`src/rtl/pwm_capture.sv`:
```
// pwm_capture: measures high time and period of an asynchronous PWM/servo
// input in prescaled ticks, with signal-loss detection.
//
// Ports:
//   clk        in   sole clock, rising edge
//   rst        in   synchronous active-high reset
//   pwm_in     in   asynchronous pulse input
//   width      out  high time of last complete period (ticks)
//   period     out  rising-to-rising time of last complete period (ticks)
//   valid      out  one-cycle strobe, width/period updated in this cycle
//   timeout    out  level, no complete period within TIMEOUT ticks
//   duty_pct   out  floor(width*100/period) clamped to 100 (optional)
//   duty_valid out  strobe 8 clk after valid (optional)
//
// Build option: define PWM_CAPTURE_DUTY_EN to add the duty-cycle divider
// and the duty_pct/duty_valid outputs.
module pwm_capture #(
    parameter int TICK_DIV = 50,
    parameter int CNT_W    = 16,
    parameter int TIMEOUT  = 40000
) (
    input  logic             clk,
    input  logic             rst,
    input  logic             pwm_in,
    output logic [CNT_W-1:0] width,
    output logic [CNT_W-1:0] period,
    output logic             valid,
    output logic             timeout
`ifdef PWM_CAPTURE_DUTY_EN
    ,
    output logic [6:0]       duty_pct,
    output logic             duty_valid
`endif
);

    localparam int PW = $clog2(TICK_DIV);
    localparam logic [PW-1:0] LAST = PW'(TICK_DIV - 1);
    localparam logic [31:0] TO_LIM = TIMEOUT;

    typedef enum logic [1:0] {IDLE, HIGH, LOW} state_t;

    state_t state, state_n;

    logic s1, s2, s3;
    logic [2:0] warm;
    logic rise, fall;

    logic [PW-1:0] pre;
    logic tick;

    logic [CNT_W-1:0] width_cnt, period_cnt, width_hold;
    logic to_hit;

    logic do_start, do_fall, do_meas, do_to, inc_w, inc_p;

    function automatic logic [CNT_W-1:0] sat_inc(input logic [CNT_W-1:0] c);
        return (&c) ? c : c + 1'b1;
    endfunction

    // Synchronizer plus a warm-up shift so that the reset value of the
    // flops is never mistaken for an edge when the pin is already high.
    always_ff @(posedge clk) begin
        if (rst) begin
            s1   <= 1'b0;
            s2   <= 1'b0;
            s3   <= 1'b0;
            warm <= '0;
        end else begin
            s1   <= pwm_in;
            s2   <= s1;
            s3   <= s2;
            warm <= {warm[1:0], 1'b1};
        end
    end

    assign rise = warm[2] & s2 & ~s3;
    assign fall = warm[2] & ~s2 & s3;

    always_ff @(posedge clk) begin
        if (rst) begin
            pre  <= '0;
            tick <= 1'b0;
        end else begin
            tick <= (pre == LAST);
            pre  <= (pre == LAST) ? '0 : pre + 1'b1;
        end
    end

    assign to_hit = 32'(period_cnt) >= TO_LIM;

    always_ff @(posedge clk) begin
        if (rst) begin
            state <= IDLE;
        end else begin
            state <= state_n;
        end
    end

    always_comb begin
        state_n = state;
        unique case (state)
            IDLE: if (rise) state_n = HIGH;
            HIGH: begin
                if (fall)        state_n = LOW;
                else if (to_hit) state_n = IDLE;
            end
            LOW: begin
                if (rise)        state_n = HIGH;
                else if (to_hit) state_n = IDLE;
            end
            default: state_n = IDLE;
        endcase
    end

    // Action decode; an edge always takes precedence over a tick.
    always_comb begin
        do_start = 1'b0;
        do_fall  = 1'b0;
        do_meas  = 1'b0;
        do_to    = 1'b0;
        inc_w    = 1'b0;
        inc_p    = 1'b0;
        unique case (state)
            IDLE: do_start = rise;
            HIGH: begin
                if (fall)        do_fall = 1'b1;
                else if (to_hit) do_to   = 1'b1;
                else if (tick) begin
                    inc_w = 1'b1;
                    inc_p = 1'b1;
                end
            end
            LOW: begin
                if (rise)        do_meas = 1'b1;
                else if (to_hit) do_to   = 1'b1;
                else if (tick)   inc_p   = 1'b1;
            end
            default: ;
        endcase
    end

    always_ff @(posedge clk) begin
        if (rst) begin
            width_cnt  <= '0;
            period_cnt <= '0;
            width_hold <= '0;
            width      <= '0;
            period     <= '0;
            valid      <= 1'b0;
            timeout    <= 1'b0;
        end else begin
            valid <= 1'b0;
            if (do_start || do_meas) begin
                width_cnt  <= '0;
                period_cnt <= '0;
            end else begin
                if (inc_w) width_cnt  <= sat_inc(width_cnt);
                if (inc_p) period_cnt <= sat_inc(period_cnt);
            end
            if (do_fall) width_hold <= width_cnt;
            if (do_meas) begin
                width   <= width_hold;
                period  <= period_cnt;
                valid   <= 1'b1;
                timeout <= 1'b0;
            end
            if (do_to) timeout <= 1'b1;
        end
    end

`ifdef PWM_CAPTURE_DUTY_EN
    localparam int NW = CNT_W + 7;

    logic [NW-1:0] rem, dsr;
    logic [6:0]    quo;
    logic [6:0]    dfv;
    logic [2:0]    dcnt;
    logic          dbusy, dforce;

    // Restoring division with the divisor pre-shifted by 6: the quotient
    // is known to be below 100 once width < period, so 7 bits suffice.
    // Zero period and width >= period bypass the loop with a forced result.
    always_ff @(posedge clk) begin
        if (rst) begin
            rem        <= '0;
            dsr        <= '0;
            quo        <= '0;
            dfv        <= '0;
            dcnt       <= '0;
            dbusy      <= 1'b0;
            dforce     <= 1'b0;
            duty_pct   <= '0;
            duty_valid <= 1'b0;
        end else begin
            duty_valid <= 1'b0;
            if (do_meas) begin
                rem    <= NW'(width_hold) * NW'(100);
                dsr    <= NW'(period_cnt) << 6;
                quo    <= '0;
                dcnt   <= 3'd7;
                dbusy  <= 1'b1;
                dforce <= (period_cnt == '0) || (width_hold >= period_cnt);
                dfv    <= (period_cnt == '0) ? 7'd0 : 7'd100;
            end else if (dbusy) begin
                if (dcnt != 3'd0) begin
                    if (rem >= dsr) rem <= rem - dsr;
                    quo  <= {quo[5:0], rem >= dsr};
                    dsr  <= dsr >> 1;
                    dcnt <= dcnt - 3'd1;
                end else begin
                    dbusy      <= 1'b0;
                    duty_valid <= 1'b1;
                    duty_pct   <= dforce ? dfv : quo;
                end
            end
        end
    end
`endif

endmodule

```
`config.mk`:
```
export PLATFORM = sky130hd
export DESIGN_NAME = pwm_capture
export DESIGN_NICKNAME = d
export VERILOG_FILES = /design/src/rtl/pwm_capture.sv
export SDC_FILE = /design/constraint.sdc
export NUM_CORES = 1
export LEC_CHECK = 0
export ABC_AREA = 1
export CORE_MARGIN = 4
export CORE_UTILIZATION = 57
export CTS_CLUSTER_SIZE = 20
export DETAILED_ROUTE_END_ITERATION = 10
export GPL_ROUTABILITY_DRIVEN = 0
export HOLD_SLACK_MARGIN = 0.05
export PLACE_DENSITY = 0.79
export SLEW_MARGIN = 20
export SYNTH_ARGS = -nofsm -noshare
export SYNTH_HDL_FRONTEND = slang
export SYNTH_SLANG_ARGS = --single-unit
```
`constraint.sdc`:
```
create_clock -name clk -period 1.84 [get_ports clk]
set_clock_uncertainty 0.15 [all_clocks]
set_input_delay 0.46 -clock clk [delete_from_list [all_inputs] [get_ports clk]]
set_output_delay 0.46 -clock clk [all_outputs]
set_load 0.05 [all_outputs]
```
**Word-level counts from Yosys, hierarchy flattened**

Cells that the tools add are included.

- Register bits after elaboration: 97
- Bits of input ports: 3
- Logic and storage cells: 64

- Add/subtract/negate cells: 3
- Magnitude comparators: 1
- Equal/unequal tests: 4
- Multiplexer cells: 24
- Bitwise gates (word level): 8
- Reductions and logical operators: 9

Operators with widths:

| operator | count |
|---|---|
| 16-bit by 1-bit adder with 16-bit output, second input constant | 2 |
| 16-bit AND reduction | 2 |
| 1-bit 2-to-1 mux | 17 |
| 16-bit >= comparator, second input constant | 1 |
| 2-bit 2-to-1 mux | 4 |
| 6-bit by 1-bit adder with 6-bit output, second input constant | 1 |
| 6-bit equality test, second input constant | 1 |
| 2-bit one-hot mux with 3 select lines | 1 |
| 1-bit AND | 4 |
| 1-bit inverter | 4 |
| 1-bit one-hot mux with 2 select lines | 2 |
| 2-bit AND reduction | 2 |
| 2-bit OR reduction | 2 |
| 2-bit by 1-bit equality test with 1-bit output, second input constant | 1 |
| 2-bit equality test, second input constant | 1 |
| 2-bit zero test | 1 |
| 2-bit != test, second input constant | 1 |
| 2-bit nonzero test | 1 |
| 1-bit logical OR | 1 |

**Depth between registers and ports, before layout**

- Depth in word-level cells: 6
- Mapped depth: 10

**Worst setup path before layout**

No wires, ideal clock.

- Kind: flip-flop to flip-flop
- Start point: register width_cnt[0]
- End point: register width_cnt[1]
- Arrival time: 1.400 ns
- Setup slack: 0.175 ns
- Cell stages (with the launch flop): 10
- Clock period less this slack: 1.665 ns
- Cells stage by stage: dfxtp_1 > ha_1 > nand3_1 > nor2_4 > nand2_2 > nor3_4 > nor2_4 > buf_6 > nor2_1 > nor2_1

- Cells in the longest elaborated chain, start to end: 3
- Elaborated cells between the ends (all ways): 4

Ends and longest elaborated chain:

| what | RTL line | text |
|---|---|---|
| from (decl) | 51 | `logic [CNT_W-1:0] width_cnt, period_cnt, width_hold;` |
| from (signal assigned) | 157 | `if (inc_w) width_cnt <= sat_inc(width_cnt);` |
| branches (longest 3 deep; another with 16-bit by 1-bit adder with 16-bit output) | - |  |

Parallel ways; which one is timed is not known.
A chain may end at the register's enable or synchronous reset.

**Worst setup path in the final report**

Ends and elaborated chain as after synthesis.

==> impl_metrics.json <==
{
  "status": "complete, no violations",
  "fin_util": 0.7407,
  "fmax_mhz": 574.2,
  "cap_viol_max_count": 0,
  "drc": 0,
  "boundaryPins": 37,
  "dieArea_um2": 9015,
  "critPathCaptureType": "flop",
  "clkTransAtPathRegs_ns": 0.10,
  "cts_buffers": 9,
  "async_reset_ff_frac": 0,
  "synth_warnings": 0,
  "die_w_um": 94.95,
  "die_h_um": 94.95,
  "ctsHoldBuffers": 0,
  "power_density_nw_per_um2": 657.3,
  "power_uw": 3550,
  "fill_cells": 552,
  "layout.cells.most_common": "nand2_1",
  "crit_path_max_fanout": 9,
  "cp.arrival_ns": 1.85,
  "final_max_slew_viol_count": 0,
  "hold_slack_ns": 0.2573,
  "synth_flop_cell": "dfxtp_1",
  "rsz0062_at_grt": "false",
  "yosysSeqAreaShare": 0.4506,
  "period_needed_ns": 1.742,
  "antenna_left": 0,
  "core_um2": 7292,
  "finalNetCount": 626,
  "cts_sinks": 97,
  "grt-ovfl-total": 0,
  "r2r-start": "width_cnt[0]",
  "avgSynthCellArea_um2": 7.547,
  "min_period_over_period": 0.9466,
  "critPathLaunchType": "flop",
  "drt_iter0_drc": 253,
  "yosysUniqueCellTypes": 30,
  "crit_type": "reg -> reg",
  "final_cell_mix": "150 x nand2_1, 95 x dfxtp_1, 62 x inv_1",
  "hold_end": "s2",
  "synth-edff-count": 0,
  "setup_violations": 0,
  "io_buffers": 36,
  "power_switching_share": 0.2460,
  "start_util": 0.5909,
  "leakagePower_uw": 0.002018,
  "netlist_area_um2": 4309,
  "drive_above_1_share": 0.1745,
  "viasPerCell": 5.166,
  "reg2reg_setup_slack_ns": 0.1,
  "peakVddDrop_uv": 551.2,
  "syn-instance-count": 571,
  "gr-usage-all-layers": 0.2193,
  "root_buffer": "clkbuf_8",
  "syn_nets": 583,
  "worst_ep_required_time_ns": 1.95,
  "antenna_found_initial": 0,
  "max_slew.worst_pin.slew_ns": 0.2812,
  "firstDrtPassIters": 5,
  "routed-via-count": 3709,
  "rows": 31,
  "final_hold_viol_count": 0,
  "num_antenna_cells": 0,
  "p_seq_frac": 0.598,
  "pwr-share-clk": 0.364,
  "wl_mm": 9.236,
  "cts_tree": "built",
  "area_delta_synth_final_pct": 25.35,
  "whs_path_depth": 2,
  "slew_headroom": 0.8119,
  "cts_buffer_depth": 2,
  "tns_ns": 0,
  "wl_per_cell_um": 12.86,
  "clock_latency_ns": 0.37,
  "worstReg2RegEnd": "width_cnt[1]",
  "worstRegToRegCells": 9,
  "post-dp-hpwl_mm": 6.593,
  "grt_pass1_wl_mm": 15.61,
  "power_frac_comb": 0.038,
  "grt_pass1_vias": 3480,
  "ys_seq_elements": 97,
  "htree_levels": 3,
  "grt_max_degree": 34,
  "p_int_uw": 2677,
  "p_sw_uw": 873.5,
  "hold_path_class": "reg -> reg",
  "hold_start": "s1"
}
-- routing by layer --
layer / part of all wire / GRT usage
met3: 0.056 / 0.05418
met5: 0 / 0
met1: 0.44 / 0.2734
met2: 0.49 / 0.3688
met4: 0.019 / 0.07572
-- cell usage after synthesis, types with 4 or more instances --
cell type	number	area [um2]
buf_2	5	25.02
dfxtp_1	97	1942
nand2_1	150	563.0
buf_6	5	56.30
xnor2_1	6	52.55
inv_1	64	240.2
o21ai_0	51	255.2
a21oi_1	36	180.2
xor2_1	17	148.9
clkbuf_1	8	30.03
ha_1	9	112.6
nand4_1	5	31.28
nand3_1	20	100.1
nor2_1	50	187.7
a21oi_2	16	140.1
nor2_4	4	45.04
nand2_2	6	37.54
nor3_1	6	30.03
-- power by group through the flow --
stage,sequential (uW),combinational (uW),clock [uW]
after floorplan,2170,89.4,0
after global placement,2170,127,0
after detailed placement,2170,133,0
after CTS,2120,135,1320
after global routing,2130,153,1420
final,2120,135,1290
-- cell type report --
class	count	area (um2)	share of cell area
clock buffers	9	123.9	0.02293
clock inverters	7	61.31	0.01135
inverters	66	247.7	0.04587
multi-input cells	388	2013	0.3727
flip-flops and latches	97	1944	0.3600
well taps	99	123.9	0.02293
repair buffers	52	887.1	0.1642
-- logic make-up (layout without fill, tap and decap cells) --
family	count (synthesis)	count (layout)	synth area share
buf+inv	87	134	0.08682
xor+xnor	23	23	0.04675
fa+ha+maj	9	9	0.02613
simple gates	250	251	0.2532
compound gates	105	105	0.1365
flops	97	97	0.4506
-- registers in the layout (all words and copies together) (netlist names) --
register and count:
period 16, period_cnt 16, width 16, width_cnt 16
width_hold 16, pre 6, warm 3, state 2
s1 1, s2 1, s3 1, tick 1
timeout 1, valid 1
-- worst max path at each step --
stage	from	slack (ns)	end	cells after the start
finish	width_cnt[0]	0.1	width_cnt[1]	9
global route	width_cnt[1]	0.005	width_cnt[11]	7
CTS	state[0]	0.02	period_cnt[12]	8
detailed placement	rst	0.01	width[11]	7
global placement	rst	0.05	period_cnt[15]	7
floorplan	width_cnt[0]	0.17	width_cnt[1]	9
-- what timing repair did --
item | 4_1_cts | 5_1_grt
resized for setup | 1 | 8
cloned | 0 | 1
pin swaps | 1 | 1
endpoints found under the setup margin | 2 | 30
buffers inserted | 2 | 1
-- critical path, cell delays in order (launching register included) --
cell and delay (ns):
dfxtp_1 0.36, ha_2 0.23, nand3_1 0.13, nor2_4 0.13, nand2_2 0.08, nor3_4 0.18
nor2_4 0.07, buf_6 0.14, nor2_1 0.10, nor2_1 0.06
-- per-stage QoR --
stage	cells	area (um2)	setup slack, ns
after detailed placement	698	5142	0.01162
after global routing	718	5401	0.005064
final	718	5401	0.09831
after floorplan	571	4309	0.1746
after global placement	698	5142	0.05258
after CTS	716	5360	0.01788
(Power assumes the default switching activity.)
